**src/rtl/board_generator_pkg.sv**
```systemverilog
// Shared constants and FSM encoding for the shuffled-board generator.
// Boards are nine 2-bit symbols packed row-major, slot 0 in the top bits.
package board_generator_pkg;

   localparam int SYM_W     = 2;
   localparam int NUM_SLOTS = 9;
   localparam int BOARD_W   = 18;
   localparam int IDX_W     = 4;

   localparam logic [15:0]        LFSR_RESET    = 16'hACE1;
   localparam logic [BOARD_W-1:0] SORTED_BOARD  = 18'h0056A;
   localparam logic [BOARD_W-1:0] DEFAULT_BOARD = 18'h0245A;
   localparam int                 MAX_REJECTS   = 5;

   typedef enum logic [2:0] {
      IDLE = 3'd0,
      INIT = 3'd1,
      PICK = 3'd2,
      SWAP = 3'd3,
      DONE = 3'd4
   } state_t;

endpackage

```
**src/rtl/lfsr16.sv**
```systemverilog
// 16-bit Fibonacci LFSR, taps 16/14/13/11. A zero seed would lock the
// register up, so it is replaced with the reset value on load.
module lfsr16
   import board_generator_pkg::*;
(
   input  logic        clk,
   input  logic        reset_n,
   input  logic        load,
   input  logic [15:0] seed,
   output logic [15:0] q
);

   always_ff @(posedge clk) begin
      if (!reset_n) begin
         q <= LFSR_RESET;
      end else if (load) begin
         q <= (seed == 16'h0000) ? LFSR_RESET : seed;
      end else begin
         q <= {q[14:0], q[15] ^ q[13] ^ q[12] ^ q[10]};
      end
   end

endmodule

```
**src/rtl/board_generator.sv**
```systemverilog
// Produces a board holding each of three symbols exactly three times, using a
// Fisher-Yates shuffle driven by a free-running LFSR with bounded rejection.
module board_generator
   import board_generator_pkg::*;
(
   input  logic               clk,
   input  logic               reset_n,
   input  logic               start,
   input  logic               seed_we,
   input  logic [15:0]        seed,
   output logic [BOARD_W-1:0] board,
   output logic               board_valid,
   output logic               busy,
   output logic               done
);

   state_t             state;
   state_t             state_next;
   logic [15:0]        lfsr;
   logic               lfsr_load;
   logic [BOARD_W-1:0] work;
   logic [BOARD_W-1:0] swapped;
   logic [IDX_W-1:0]   idx_i;
   logic [IDX_W-1:0]   idx_j;
   logic [IDX_W-1:0]   cand;
   logic [2:0]         rej_cnt;
   logic               accept;
   logic               force_pick;
   logic [SYM_W-1:0]   sym_i;
   logic [SYM_W-1:0]   sym_j;

   assign lfsr_load  = (state == IDLE) && seed_we;
   assign cand       = lfsr[IDX_W-1:0];
   assign accept     = (cand <= idx_i);
   assign force_pick = !accept && (rej_cnt == 3'(MAX_REJECTS - 1));

   lfsr16 u_lfsr (
      .clk     (clk),
      .reset_n (reset_n),
      .load    (lfsr_load),
      .seed    (seed),
      .q       (lfsr)
   );

   always_ff @(posedge clk) begin
      if (!reset_n) begin
         state <= IDLE;
      end else begin
         state <= state_next;
      end
   end

   always_comb begin
      state_next = state;
      busy       = (state != IDLE);
      done       = (state == DONE);
      case (state)
         IDLE:    if (start) state_next = INIT;
         INIT:    state_next = PICK;
         PICK:    if (accept || force_pick) state_next = SWAP;
         SWAP:    state_next = (idx_i == 4'd1) ? DONE : PICK;
         DONE:    state_next = IDLE;
         default: state_next = IDLE;
      endcase
   end

   // Exchange slots i and j of the work register; j == i leaves it unchanged.
   always_comb begin
      sym_i   = '0;
      sym_j   = '0;
      swapped = work;
      for (int k = 0; k < NUM_SLOTS; k++) begin
         if (4'(k) == idx_i) sym_i = work[BOARD_W-1-SYM_W*k -: SYM_W];
         if (4'(k) == idx_j) sym_j = work[BOARD_W-1-SYM_W*k -: SYM_W];
      end
      for (int k = 0; k < NUM_SLOTS; k++) begin
         if (4'(k) == idx_i) begin
            swapped[BOARD_W-1-SYM_W*k -: SYM_W] = sym_j;
         end else if (4'(k) == idx_j) begin
            swapped[BOARD_W-1-SYM_W*k -: SYM_W] = sym_i;
         end
      end
   end

   always_ff @(posedge clk) begin
      if (!reset_n) begin
         board       <= DEFAULT_BOARD;
         board_valid <= 1'b0;
         work        <= SORTED_BOARD;
         idx_i       <= '0;
         idx_j       <= '0;
         rej_cnt     <= '0;
      end else begin
         case (state)
            IDLE: begin
               if (start) board_valid <= 1'b0;
            end
            INIT: begin
               work    <= SORTED_BOARD;
               idx_i   <= 4'd8;
               rej_cnt <= '0;
            end
            PICK: begin
               if (accept) begin
                  idx_j <= cand;
               end else begin
                  rej_cnt <= rej_cnt + 3'd1;
                  if (force_pick) idx_j <= idx_i;
               end
            end
            SWAP: begin
               work    <= swapped;
               rej_cnt <= '0;
               if (idx_i != 4'd1) idx_i <= idx_i - 4'd1;
            end
            DONE: begin
               board       <= work;
               board_valid <= 1'b1;
            end
            default: ;
         endcase
      end
   end

endmodule

```
**config.mk**
```make
export PLATFORM = sky130hd
export DESIGN_NAME = board_generator
export DESIGN_NICKNAME = d
export VERILOG_FILES = /design/src/rtl/board_generator_pkg.sv /design/src/rtl/lfsr16.sv /design/src/rtl/board_generator.sv
export SDC_FILE = /design/constraint.sdc
export NUM_CORES = 1
export LEC_CHECK = 0
export BUFFER_PORTS_ARGS = -buffer_cell sky130_fd_sc_hd__buf_2
export CAP_MARGIN = 20
export CORE_ASPECT_RATIO = 0.9
export CORE_UTILIZATION = 43
export DETAILED_ROUTE_END_ITERATION = 6
export PLACE_DENSITY_LB_ADDON = 0.05
export SLEW_MARGIN = 10
export SYNTH_ARGS = -nofsm -noshare
export SYNTH_HDL_FRONTEND = slang
export SYNTH_HIERARCHICAL = 1
export SYNTH_SLANG_ARGS = --single-unit
```
**constraint.sdc**
```tcl
create_clock -name clk -period 2.05 [get_ports clk]
set_clock_uncertainty 0.15 [all_clocks]
set_input_delay 0.41 -clock clk [delete_from_list [all_inputs] [get_ports clk]]
set_output_delay 0.41 -clock clk [all_outputs]
set_load 0.01 [all_outputs]
```
# Word level (Yosys, flattened, before mapping)
# Index checks and enable logic that the tools add are counted.
dict set report op_classes {
  n_addsub 2
  multipliers 0
  div_mod_pow 0
  n_lt_le_gt_ge 1
  n_eq_ne 36
  shifts 0
  mux 51
  bitwise 3
  n_reduce_logical 28
}
# cell count
set op_table {}
lappend op_table {{2-bit 2-to-1 mux} 36}
lappend op_table {{18-bit one-hot mux with 2 select lines} 1}
lappend op_table {{3-bit by 4-bit == test with 1-bit output, first input constant} 8}
lappend op_table {{16-bit 2-to-1 mux} 2}
lappend op_table {{2-bit AND reduction} 14}
lappend op_table {{3-bit != test, second input constant} 9}
lappend op_table {{2-bit by 4-bit == test with 1-bit output, first input constant} 4}
lappend op_table {{16-bit zero test} 1}
lappend op_table {{3-bit 2-to-1 mux} 4}
lappend op_table {{4-bit 2-to-1 mux} 3}
lappend op_table {{3-bit one-hot mux with 4 select lines} 1}
lappend op_table {{1-bit by 4-bit == test with 1-bit output, first input constant} 2}
lappend op_table {{4-bit == test, first input constant} 2}
lappend op_table {{4-bit zero test} 2}
lappend op_table {{2-bit != test, second input constant} 4}
lappend op_table {{4-bit one-hot mux with 2 select lines} 1}
lappend op_table {{2-bit nonzero test} 4}
lappend op_table {{3-bit by 2-bit == test with 1-bit output, second input constant} 2}
lappend op_table {{3-bit == test, second input constant} 2}
lappend op_table {{3-bit one-hot mux with 2 select lines} 1}
lappend op_table {{4-bit by 1-bit == test with 1-bit output, second input constant} 1}
lappend op_table {{4-bit <= comparator} 1}
lappend op_table {{4-bit by 1-bit != test with 1-bit output, second input constant} 1}
lappend op_table {{4-bit by 1-bit subtractor with 4-bit output, second input constant} 1}
lappend op_table {{11 further kinds} 14}
dict set report word_totals {
  ff_bits 67
  latch_bits 0
  ram_bits 0
  romBits 0
  in_bits 20
  elab_cells 137
  mem_count 0
}

# Longest topological paths before layout
# Gate-level depths: netlist of run 1.
dict set report depth {
  ltp_word 13
  mapped_depth 9
  mapped_depth_nobuf 8
}

# Modules after synthesis
# Netlist of run 1, hierarchy kept.
# module n_inst cells_each area_each_um2 seq_area_each_um2
set modules_own_cells {}
lappend modules_own_cells {board_generator 1 388 2951.6 1021.0}
lappend modules_own_cells {lfsr16 1 52 635.6 320.3}

# Worst setup path before layout of run 1
# OpenSTA, ideal clock, no wires.
dict set report synth_timing {
  path_kind {register to register}
  startpoint {register idx_i[0]}
  endpoint {register work[4]}
  setup_ns 0.070
  t_arrival_ns 2.000
  t_required_ns 1.830
  slack_ns -0.171
  stages_incl_launch_ff 9
  path_cell_list {dfxtp_1 inv_1 ha_1 nor3b_1 a2111oi_2 a32o_2 a21oi_2 or4_1 a21oi_1}
}
dict set report synth_between {
  elab_chain_len 13
  word_cells_on_any_way 23
}
# element line_no
set synth_lines {}
lappend synth_lines {{from (decl)} board_generator.sv:23} ;# logic [IDX_W-1:0] idx_i;
lappend synth_lines {{from (signal assigned)} board_generator.sv:114} ;# if (idx_i != 4'd1) idx_i <= idx_i - 4'd1;
lappend synth_lines {{4-bit zero test} board_generator.sv:73} ;# if (4'(k) == idx_i) sym_i = work[BOARD_W-1-SYM_W*k -: SYM_W];
lappend synth_lines {{2-bit 2-to-1 mux (9 in a row)} board_generator.sv:73}
lappend synth_lines {{2-bit 2-to-1 mux} board_generator.sv:79} ;# end else if (4'(k) == idx_j) begin
lappend synth_lines {{2-bit 2-to-1 mux} board_generator.sv:77} ;# if (4'(k) == idx_i) begin
lappend synth_lines {{18-bit one-hot mux with 2 select lines} board_generator.sv:94} ;# case (state)
lappend synth_lines {{to (signal assigned)} board_generator.sv:112} ;# work <= swapped;
lappend synth_lines {{to (decl)} board_generator.sv:21} ;# logic [BOARD_W-1:0] work;
# Parallel ways exist; a longest one is shown, timed or not. The select of a mux whose other input is x is not followed.
# A chain may end at the register's enable or synchronous reset.

# Final worst setup path of run 1
dict set report layout_timing {
  startpoint {register idx_i[0]}
  endpoint {register work[6]}
}
# Same word-level chain as after synthesis.

==> out/summary.txt, run 1 <==
Status - finished with violations
Failing checks - negative setup slack
Crit-path slowest cell - dfxtp_4
Pre-Repair DR Iteration Count - 6
N_diodes - 0
Final min period - 2.13 ns
Adder-Cell Fraction of Synth Area - 0.0349
Met1 usage - 0.353
CP Launch Type - register
Critical path data required time - 2.15 ns
Worst path arrival time - 2.24 ns
First-pass GRT wire length - 17400 um
Setup-failing EPs final - 7
Pre-CTS setup slack - -0.248 ns
Hold Path Stages - 2
Register area share after synthesis - 0.374
Origin of the critical flop-to-flop path - idx_i[0]
Worst Tran Pin Value - 0.577 ns
Met2 GRT Util - 0.423
Setup Crit Path Kind - reg -> reg
Cells after Synth - 440
Final count of hold timing violations - 0
CP Cell Sequence - inv_4, ha_4, buf_4, a211oi_1, o21ai_1, a32o_2, a21oi_4, buf_6, a21oi_1, o21a_1
CP max stage delay - 0.40 ns
CTS Buf Count - 9
Family with the most delay on the worst path - compound AO/OA/AOI/OAI gates
Largest net degree at the start of global routing - 25
Die height - 88.7 um
Grt ovf - 0
Area leader, netlist - dfxtp_1
Top post-synthesis cells by area - dfxtp_1 37%, nand2_1 7.8%, a21oi_1 4.7%, mux2i_1 4.2%, ha_1 3.5%
Core area - 8070 um^2
Avg WL per Cell - 17.5 um
Post-synth EDFFs - 0
TritonCTS clock tree - done
Post-Synth Simple-Gate Area - 0.255
Drt drc - 0
Mean Syn Cell Area - 8.15 um^2
Initial antenna violation count - 0
Slew Limit Fails - 0
H-tree depth - 3
Syn_nets - 470
Setup TNS - -0.298 ns
Element type at the critical path end - register
Reg-to-reg endpoint - work[6]
Ys flop type - dfxtp_1
Fin nets - 557
Cts hold-fix bufs - 0
Die Wd - 98.3 um
Compound-gate portion of the synthesized area - 0.230
Unrepaired setup endpoints after global routing - yes
Worst-skew pair later-pin latency - 0.36 ns
Syn. warnings - 6
I/O Buffers - 40
Layout cell share with drive strength beyond 1 - 0.318
Fin cells - 631
Pwr dens - 794 nW/um^2
Main combinational cell family by area after synthesis - simple AND/OR/NAND/NOR gates
Dpl hpwl - 8290 um
DR vias/cell - 5.76
Cell count after placement - 609
CTS Sinks - 67
Starting Density - 0.445
GPL Wtd Cong - 0.963
Flops & latches, synth - 67
Number of filler cells placed in the layout - 771
Area fraction of the dominant cell type after synthesis - 0.374
GRT Util Overall - 0.264
Worst hold path class - in -> reg
Fin crit share - 1.04
# rows - 31
Worst reg2reg path depth - 10
Area Overhead vs Synth - 31.3%
Clk root buf - clkbuf_8
ANT nets after route - 0
R2R setup slack - -0.08 ns
PnR worst setup slack - -0.0824 ns
Initial DRC count - 240
Count of buffer and inverter cells on the critical path - 3
Vias in the first global route - 3223
LEAKAGE - 1.86 nW
Synth unique cells - 62
GR peak layer - met2
Slew HR - 0.615
# IOs - 41
Max Clock Freq - 469 MHz
Final Routed Wirelength - 11100 um
Clock tree buffer depth - 2
Min-delay src - seed[15]
Overall Power - 0.00374 W
Synthesized cell area - 3590 um^2
Xor and xnor area share after synthesis - 0.0122
Met3 global-route usage - 0.0419
Fraction of registers with async set/reset - 0
Crit path from - idx_i[0]
Hold worst-path end - u_lfsr/q[15]
Vias - 3636
VDD IR max - 577 uV
Post-synthesis mux area share - 0.0450
Max-cap violation count - 0
Die area - 8710 um^2
Clock transition at the registers of the reported paths - 0.08 ns
Critical-path maximum fanout - 7
cells by family (layout without fill, tap and decap cells):
logic type / count (synthesis) / count (layout)
xor+xnor: 5 / 5
flops: 67 / 67
compound gates: 123 / 123
buf+inv: 40 / 132
fa+ha+maj: 10 / 10
mux: 16 / 16
simple gates: 179 / 179
what timing repair did:
action / 4_1_cts / 5_1_grt
endpoints found under the setup margin: 25 / 23
buffers inserted: 1 / 5
pin swaps: 8 / 14
gates resized for setup: 27 / 28
cells in the final DEF, fill, tap and decap left out, drive strengths merged, types with 4 or more instances in the layout:
cell | Yosys | routed
o211ai | 7 | 7
and2 | 5 | 5
nor4 | 5 | 5
nand3 | 11 | 11
o21ai | 25 | 25
or3 | 4 | 4
dfxtp | 67 | 67
a31oi | 5 | 5
or4 | 4 | 4
o22a | 8 | 8
o21a | 4 | 4
nand2b | 5 | 5
ha | 10 | 10
a32oi | 5 | 5
nor2b | 17 | 17
and3 | 6 | 6
o31ai | 4 | 4
clkbuf | 14 | 11
mux2i | 15 | 15
nor2 | 24 | 24
nor3b | 8 | 8
buf | 11 | 101
inv | 14 | 14
a21oi | 35 | 35
a211oi | 5 | 5
a22oi | 4 | 4
nand2 | 76 | 76
nor3 | 5 | 5
routing by layer:
metal  wire length, um  part of all wire
met3               530             0.048
met1              5170              0.47
met5                 0                 0
met2              5040              0.46
met4               319             0.029
worst max-delay path by stage:
stage | to | slack (ns) | depth (start not counted)
floorplan | work[4] | -0.05 | 7
global placement | work[5] | -0.16 | 7
detailed placement | work[5] | -0.25 | 9
CTS | work[4] | -0.06 | 8
global route | work[12] | -0.14 | 8
finish | work[6] | -0.08 | 10
worst reg2reg max path, delay by kind of cell (launching register included):
family,cells,cell delay (ns)
compound gates,6,0.98
fa+ha+maj,1,0.18
buf+inv,3,0.34
flops,1,0.40
state kept, by name, summed over array words and instances (netlist names):
name and count:
board 18, idx_j 4, idx_i 4, u_lfsr/q 16, rej_cnt 3, board_valid 1, state 3, work 18
stage by stage:
step,cell area (um^2),utilization,hold slack [ns]
4_1_cts,4580,0.568,0.140
5_1_grt,4710,0.584,0.154
2_1_floorplan,3620,-,0.263
3_5_place_dp,4240,0.526,0.272
6_report,4710,0.584,0.153
3_3_place_gp,4240,0.526,0.267
report_power, final:
part | internal (W) | switching [W] | leakage, nW
logic | 0.000508 | 0.000610 | 1.21
clock network | 0.000599 | 0.000546 | 0.0957
registers | 0.00139 | 0.0000876 | 0.551
total | 0.00250 | 0.00124 | 1.86
area by class of cell:
class	instances	area, um^2	share of cell area
clock buffer	11	141	0.0300
clock inverter	5	62.6	0.0133
inverter	15	61.3	0.0130
multi-input combinational	333	2260	0.481
sequential	67	1360	0.289
tap	99	124	0.0263
timing repair buffer	101	698	0.148
cell usage after synthesis (all sizes together) (6+ instances only):
cell type / number
o211ai: 7
nor2b: 17
nor3b: 8
and3: 6
nor2: 24
o22a: 8
clkbuf: 14
nand2: 76
mux2i: 15
dfxtp: 67
o21ai: 25
nand3: 11
ha: 10
buf: 11
inv: 14
a21oi: 35
No activity file was read; power rests on OpenSTA's default activity.
==> inputs of run 2 (changes only) <==
--- a/config.mk
+++ b/config.mk
@@ -10,2 +10,3 @@
 export CORE_ASPECT_RATIO = 0.9
+export CORE_MARGIN = 1.5
 export CORE_UTILIZATION = 43
--- a/constraint.sdc
+++ b/constraint.sdc
@@ -4,2 +4,2 @@
 set_output_delay 0.41 -clock clk [all_outputs]
-set_load 0.01 [all_outputs]
+set_load 0.02 [all_outputs]
==> out/summary.txt, run 2 (same netlist as run 1, synthesis figures left out) <==
Avg WL per Cell - 18.1 um (+3.3%)
Number of filler cells placed in the layout - 741 (-3.9%)
Slew Limit Fails - 0 (unchanged)
CP max stage delay - 0.47 ns (+0.07 ns)
Fin nets - 571 (+2.5%)
CP Launch Type - register
ANT nets after route - 0 (unchanged)
# rows - 31 (unchanged)
Layout cell share with drive strength beyond 1 - 0.341 (+0.0230)
Setup-failing EPs final - 15 (+8)
Crit-path slowest cell - or4b_1
Worst hold path class - in -> reg
I/O Buffers - 40 (unchanged)
Top Registers - board x18, work x18, u_lfsr/q x16
Critical-path maximum fanout - 5 (-2)
Clk root buf - clkbuf_8
Final Routed Wirelength - 11700 um (+5.6%)
Initial DRC count - 275 (+15%)
Origin of the critical flop-to-flop path - idx_i[0]
# IOs - 41 (unchanged)
Max Clock Freq - 460 MHz (-1.9%)
Worst-skew pair later-pin latency - 0.35 ns (about the same)
Reg-to-reg endpoint - work[12]
Most frequent cells in the layout - 74 x nand2_1, 67 x buf_4, 61 x dfxtp_1
GPL Wtd Cong - 0.889 (-7.7%)
Pre-CTS setup slack - -0.281 ns (-0.0331 ns)
Die area - 8900 um^2 (+2.2%)
Starting Density - 0.445 (unchanged)
Pre-Repair DR Iteration Count - 7 (+1)
Core area - 8070 um^2 (unchanged)
Met2 GRT Util - 0.407 (-0.0160)
Fin cells - 645 (+2.2%)
First-pass GRT wire length - 17400 um (+0.24%)
H-tree depth - 3 (unchanged)
Failing checks - design-rule violations, negative setup slack
N_diodes - 0 (unchanged)
TritonCTS clock tree - done
CTS Buf Count - 9 (unchanged)
Unrepaired setup endpoints after global routing - yes
Worst reg2reg path depth - 8 (-2)
Crit path from - idx_i[0]
Slew HR - 0.679 (+0.0638)
GRT Util Overall - 0.258 (-0.00602)
Dpl hpwl - 8440 um (+1.9%)
CP Cell Sequence - inv_4, ha_4, nand3b_1, a211oi_2, a21o_1, a21oi_4, or4b_1, o211ai_1
Die height - 89.7 um (+1.1%)
Critical path data required time - 2.16 ns (about the same)
Worst Tran Pin Value - 0.481 ns (-0.0956 ns)
Cell count after placement - 618 (+1.5%)
Drt drc - 3 (+3)
Max-cap violation count - 0 (unchanged)
Met1 usage - 0.351 (-0.00160)
Final min period - 2.17 ns (+0.0419 ns)
CTS Sinks - 67 (unchanged)
Grt ovf - 0 (unchanged)
Met3 global-route usage - 0.0495 (+0.00767)
DR vias/cell - 5.83 (+1.1%)
GR peak layer - met2
Status - finished with violations
R2R setup slack - -0.12 ns (-0.04 ns)
Vias - 3758 (+3.4%)
VDD IR max - 479 uV (-17%)
Clock tree buffer depth - 2 (unchanged)
Final count of hold timing violations - 0 (unchanged)
Clock transition at the registers of the reported paths - 0.08 ns (about the same)
Pwr dens - 788 nW/um^2 (-0.76%)
Setup Crit Path Kind - reg -> reg
PnR worst setup slack - -0.124 ns (-0.0419 ns)
LEAKAGE - 1.95 nW (+4.8%)
Area Overhead vs Synth - 36.6%
Die Wd - 99.3 um (+1.0%)
Vias in the first global route - 3305 (+2.5%)
Most common cell after layout, fill and taps aside - nand2_1
Element type at the critical path end - register
Fin crit share - 1.06 (+0.0204)
Largest net degree at the start of global routing - 25 (unchanged)
Initial antenna violation count - 0 (unchanged)
End of the critical path - work[12]
Worst path arrival time - 2.28 ns (+0.04 ns)
## run 2: cell types whose count changed in the layout (fill, tap and decap cells not counted), moves of 3 or more
| cell | delta |
|---|---|
| o21ai_0 | -5 |
| buf_4 | +12 |
| o21ai_1 | +3 |
| a22oi_2 | +3 |
| a22oi_1 | -3 |
| dfxtp_2 | -3 |
## run 2: worst max-delay path: cells and delay by family (launching register included)
| family | cells | cell delay, ns |
|---|---|---|
| simple gates | 2 | 0.65 |
| buf+inv | 1 | 0.06 |
| flops | 1 | 0.41 |
| fa+ha+maj | 1 | 0.18 |
| compound gates | 4 | 0.63 |
## run 2: power by group
group | internal [W] | total (W) | switching, W | leakage, nW
logic | 0.000579 | 0.00124 | 0.000664 | 1.30
registers | 0.00139 | 0.00148 | 0.0000895 | 0.550
clock network | 0.000595 | 0.00114 | 0.000546 | 0.0987
total | 0.00256 | 0.00386 | 0.00130 | 1.95
## run 2: worst min-delay path by stage
stage | slack, ns | cells after the start | start | end
floorplan | 0.26 | 1 | u_lfsr/q[9] | u_lfsr/q[10]
global placement | 0.27 | 1 | u_lfsr/q[6] | u_lfsr/q[7]
detailed placement | 0.27 | 1 | u_lfsr/q[5] | u_lfsr/q[6]
CTS | 0.15 | 2 | seed[6] | u_lfsr/q[6]
global route | 0.16 | 2 | seed[11] | u_lfsr/q[11]
finish | 0.16 | 2 | seed[6] | u_lfsr/q[6]
## run 2: repair_timing
item	CTS	global route
pin swaps	10	20
hold buffers	0	0
endpoints found under the setup margin	27	28
resized for setup	33	42
buffers inserted	4	7
## run 2: layout make-up
class,instances,area (um^2),share of cell area
Multi-Input combinational cell,333,2340,0.478
Timing Repair Buffer,115,811,0.166
Tap cell,99,124,0.0253
Clock buffer,10,138,0.0281
Sequential cell,67,1360,0.277
Inverter,15,63.8,0.0130
Clock inverter,6,63.8,0.0130
## run 2: metrics by stage
step / TNS, ns / instance area (um^2) / util / power (W) / hold slack, ns
2_1_floorplan: -0.109 / 3620 / - / 0.00211 / 0.263
3_3_place_gp: -3.64 / 4310 / 0.534 / 0.00251 / 0.266
3_5_place_dp: -4.72 / 4310 / 0.534 / 0.00252 / 0.271
4_1_cts: -0.979 / 4680 / 0.580 / 0.00373 / 0.152
5_1_grt: -2.45 / 4900 / 0.607 / 0.00402 / 0.157
6_report: -0.766 / 4900 / 0.607 / 0.00386 / 0.160
## run 2: metal layers
layer  vias to the layer above  share of wire
met1                      1801           0.45
met4                         0          0.035
met5                         -              0
met2                       133           0.46
li1                       1794              -
met3                        30          0.056
==> inputs of run 3 (changes only) <==
- SKIP_LAST_GASP: not set -> 1
==> out/summary.txt, run 3 (same netlist as run 1, synthesis figures left out) <==
Status - finished with violations
Failing checks - negative setup slack
Vias in the first global route - 3305 (unchanged)
# rows - 31 (unchanged)
Setup Crit Path Kind - reg -> reg
Finished Cell Area - 4780 um^2 (-2.4%)
LEAKAGE - 1.91 nW (-1.8%)
Die Wd - 99.3 um (unchanged)
VDD IR max - 477 uV (-0.38%)
Most common cell after layout, fill and taps aside - nand2_1
Top Registers - board x18, work x18, u_lfsr/q x16
Pwr dens - 791 nW/um^2 (+0.41%)
ANT nets after route - 0 (unchanged)
Largest net degree at the start of global routing - 25 (unchanged)
Clock tree buffer depth - 2 (unchanged)
Clk root buf - clkbuf_8
Fin crit share - 1.06 (-0.00230)
Cts hold-fix bufs - 0 (unchanged)
Net Sw Frac - 0.334 (-0.00236)
Internal power - 0.00252 W (-1.7%)
Unrepaired setup endpoints after global routing - yes
Grt ovf - 0 (unchanged)
GRT Util Overall - 0.258 (unchanged)
Final min period - 2.17 ns (-0.00472 ns)
CTS Sinks - 67 (unchanged)
Max Clock Freq - 461 MHz (+0.22%)
Placed cell areas - 4310 um^2 (unchanged)
Pre-Repair DR Iteration Count - 5 (-2)
Slew Limit Fails - 0 (unchanged)
Cell count after placement - 618 (unchanged)
Logic pwr share - 0.309 (-0.013)
Core area - 8070 um^2 (unchanged)
Area Overhead vs Synth - 33.2%
Die height - 89.7 um (unchanged)
Max-cap violation count - 0 (unchanged)
Initial DRC count - 230 (-16%)
Fin nets - 566 (-0.88%)
Starting Density - 0.445 (unchanged)
Vias - 3687 (-1.9%)
Slew HR - 0.670 (-0.00906)
Fin cells - 640 (-0.78%)
Critical-path maximum fanout - 9 (+4)
Critical path data required time - 2.16 ns (about the same)
Worst Tran Pin Value - 0.495 ns (+0.0136 ns)
Net Sw Power - 0.00126 W (-2.7%)
Most frequent cells in the layout - 74 x nand2_1, 64 x buf_4, 61 x dfxtp_1
PnR worst setup slack - -0.120 ns (+0.00472 ns)
Avg WL per Cell - 17.7 um (-2.3%)
Element type at the critical path end - register
N_diodes - 0 (unchanged)
I/O Buffers - 40 (unchanged)
Dpl hpwl - 8440 um (unchanged)
# IOs - 41 (unchanged)
Initial antenna violation count - 0 (unchanged)
Worst-skew pair later-pin latency - 0.35 ns (about the same)
Worst hold path class - in -> reg
Layout cell share with drive strength beyond 1 - 0.322 (-0.0190)
Sequential group share of total power - 0.389 (+0.006)
Die area - 8900 um^2 (unchanged)
Clock share of power - 0.301 (+0.006)
TritonCTS clock tree - done
Clock transition at the registers of the reported paths - 0.08 ns (about the same)
H-tree depth - 3 (unchanged)
Final count of hold timing violations - 0 (unchanged)
DR vias/cell - 5.76 (-1.1%)
CP Launch Type - register
GPL Wtd Cong - 0.889 (unchanged)
Drt drc - 0 (-3)
CTS Buf Count - 9 (unchanged)
Final Routed Wirelength - 11300 um (-3.0%)
First-pass GRT wire length - 17400 um (unchanged)
Setup-failing EPs final - 14 (-1)
Worst path arrival time - 2.28 ns (about the same)
==> run 3: metal layers <==
metal  global-route usage  part of all wire  up-vias
met4                0.106             0.036        0
met2                0.407              0.45      146
li1                     -                 -     1785
met3               0.0495             0.062       27
met5                    0                 0        -
met1                0.351              0.45     1729
==> run 3: what timing repair did <==
item / 4_1_cts / 5_1_grt
pin swaps: 10 / 18
gates resized for setup: 32 / 26
setup endpoints to repair: 27 / 28
setup buffers: 4 / 2
==> run 3: path summary, 6_finish.rpt <==
kind | depth (start not counted) | slack, ns | end | startpoint
worst max-delay path | 7 | -0.12 | work[3] | idx_i[0]
worst min-delay path | 2 | 0.16 | u_lfsr/q[6] | seed[6]
worst max register to register | 7 | -0.12 | work[3] | idx_i[0]
worst min register to register | 1 | 0.29 | u_lfsr/q[10] | u_lfsr/q[9]
==> run 3: worst max-delay path, cell delays in order, from the launching register on <==
cell and delay (ns):
dfxtp_4 0.38, buf_4 0.14, ha_4 0.18, a221oi_1 0.32, o221ai_2 0.19, o21ai_4 0.37, nor3b_2 0.10, o31ai_1 0.25
==> run 3: layout make-up <==
class / instances / area (um^2)
clock buffer: 10 / 138
tap: 99 / 124
timing repair buffer: 110 / 757
fill: 756 / 3290
sequential: 67 / 1360
multi-input combinational: 333 / 2270
inverter: 15 / 63.8
clock inverter: 6 / 63.8
==> run 3: power by group through the flow <==
stage | clock network, W | logic, W | registers [W]
6_report | 0.00114 | 0.00117 | 0.00147
2_1_floorplan | 0 | 0.000651 | 0.00146
3_5_place_dp | 0 | 0.00103 | 0.00149
3_3_place_gp | 0 | 0.00103 | 0.00149
5_1_grt | 0.00120 | 0.00126 | 0.00148
4_1_cts | 0.00116 | 0.00110 | 0.00147
==> run 3: per-stage QoR <==
step / setup slack, ns / total power (W) / hold slack [ns] / utilization / setup TNS, ns
floorplan: -0.0498 / 0.00211 / 0.263 / - / -0.109
global placement: -0.283 / 0.00251 / 0.266 / 0.534 / -3.64
detailed placement: -0.281 / 0.00252 / 0.271 / 0.534 / -4.72
CTS: -0.111 / 0.00373 / 0.152 / 0.580 / -1.00
global route: -0.200 / 0.00395 / 0.157 / 0.592 / -2.71
finish: -0.120 / 0.00378 / 0.162 / 0.592 / -0.861
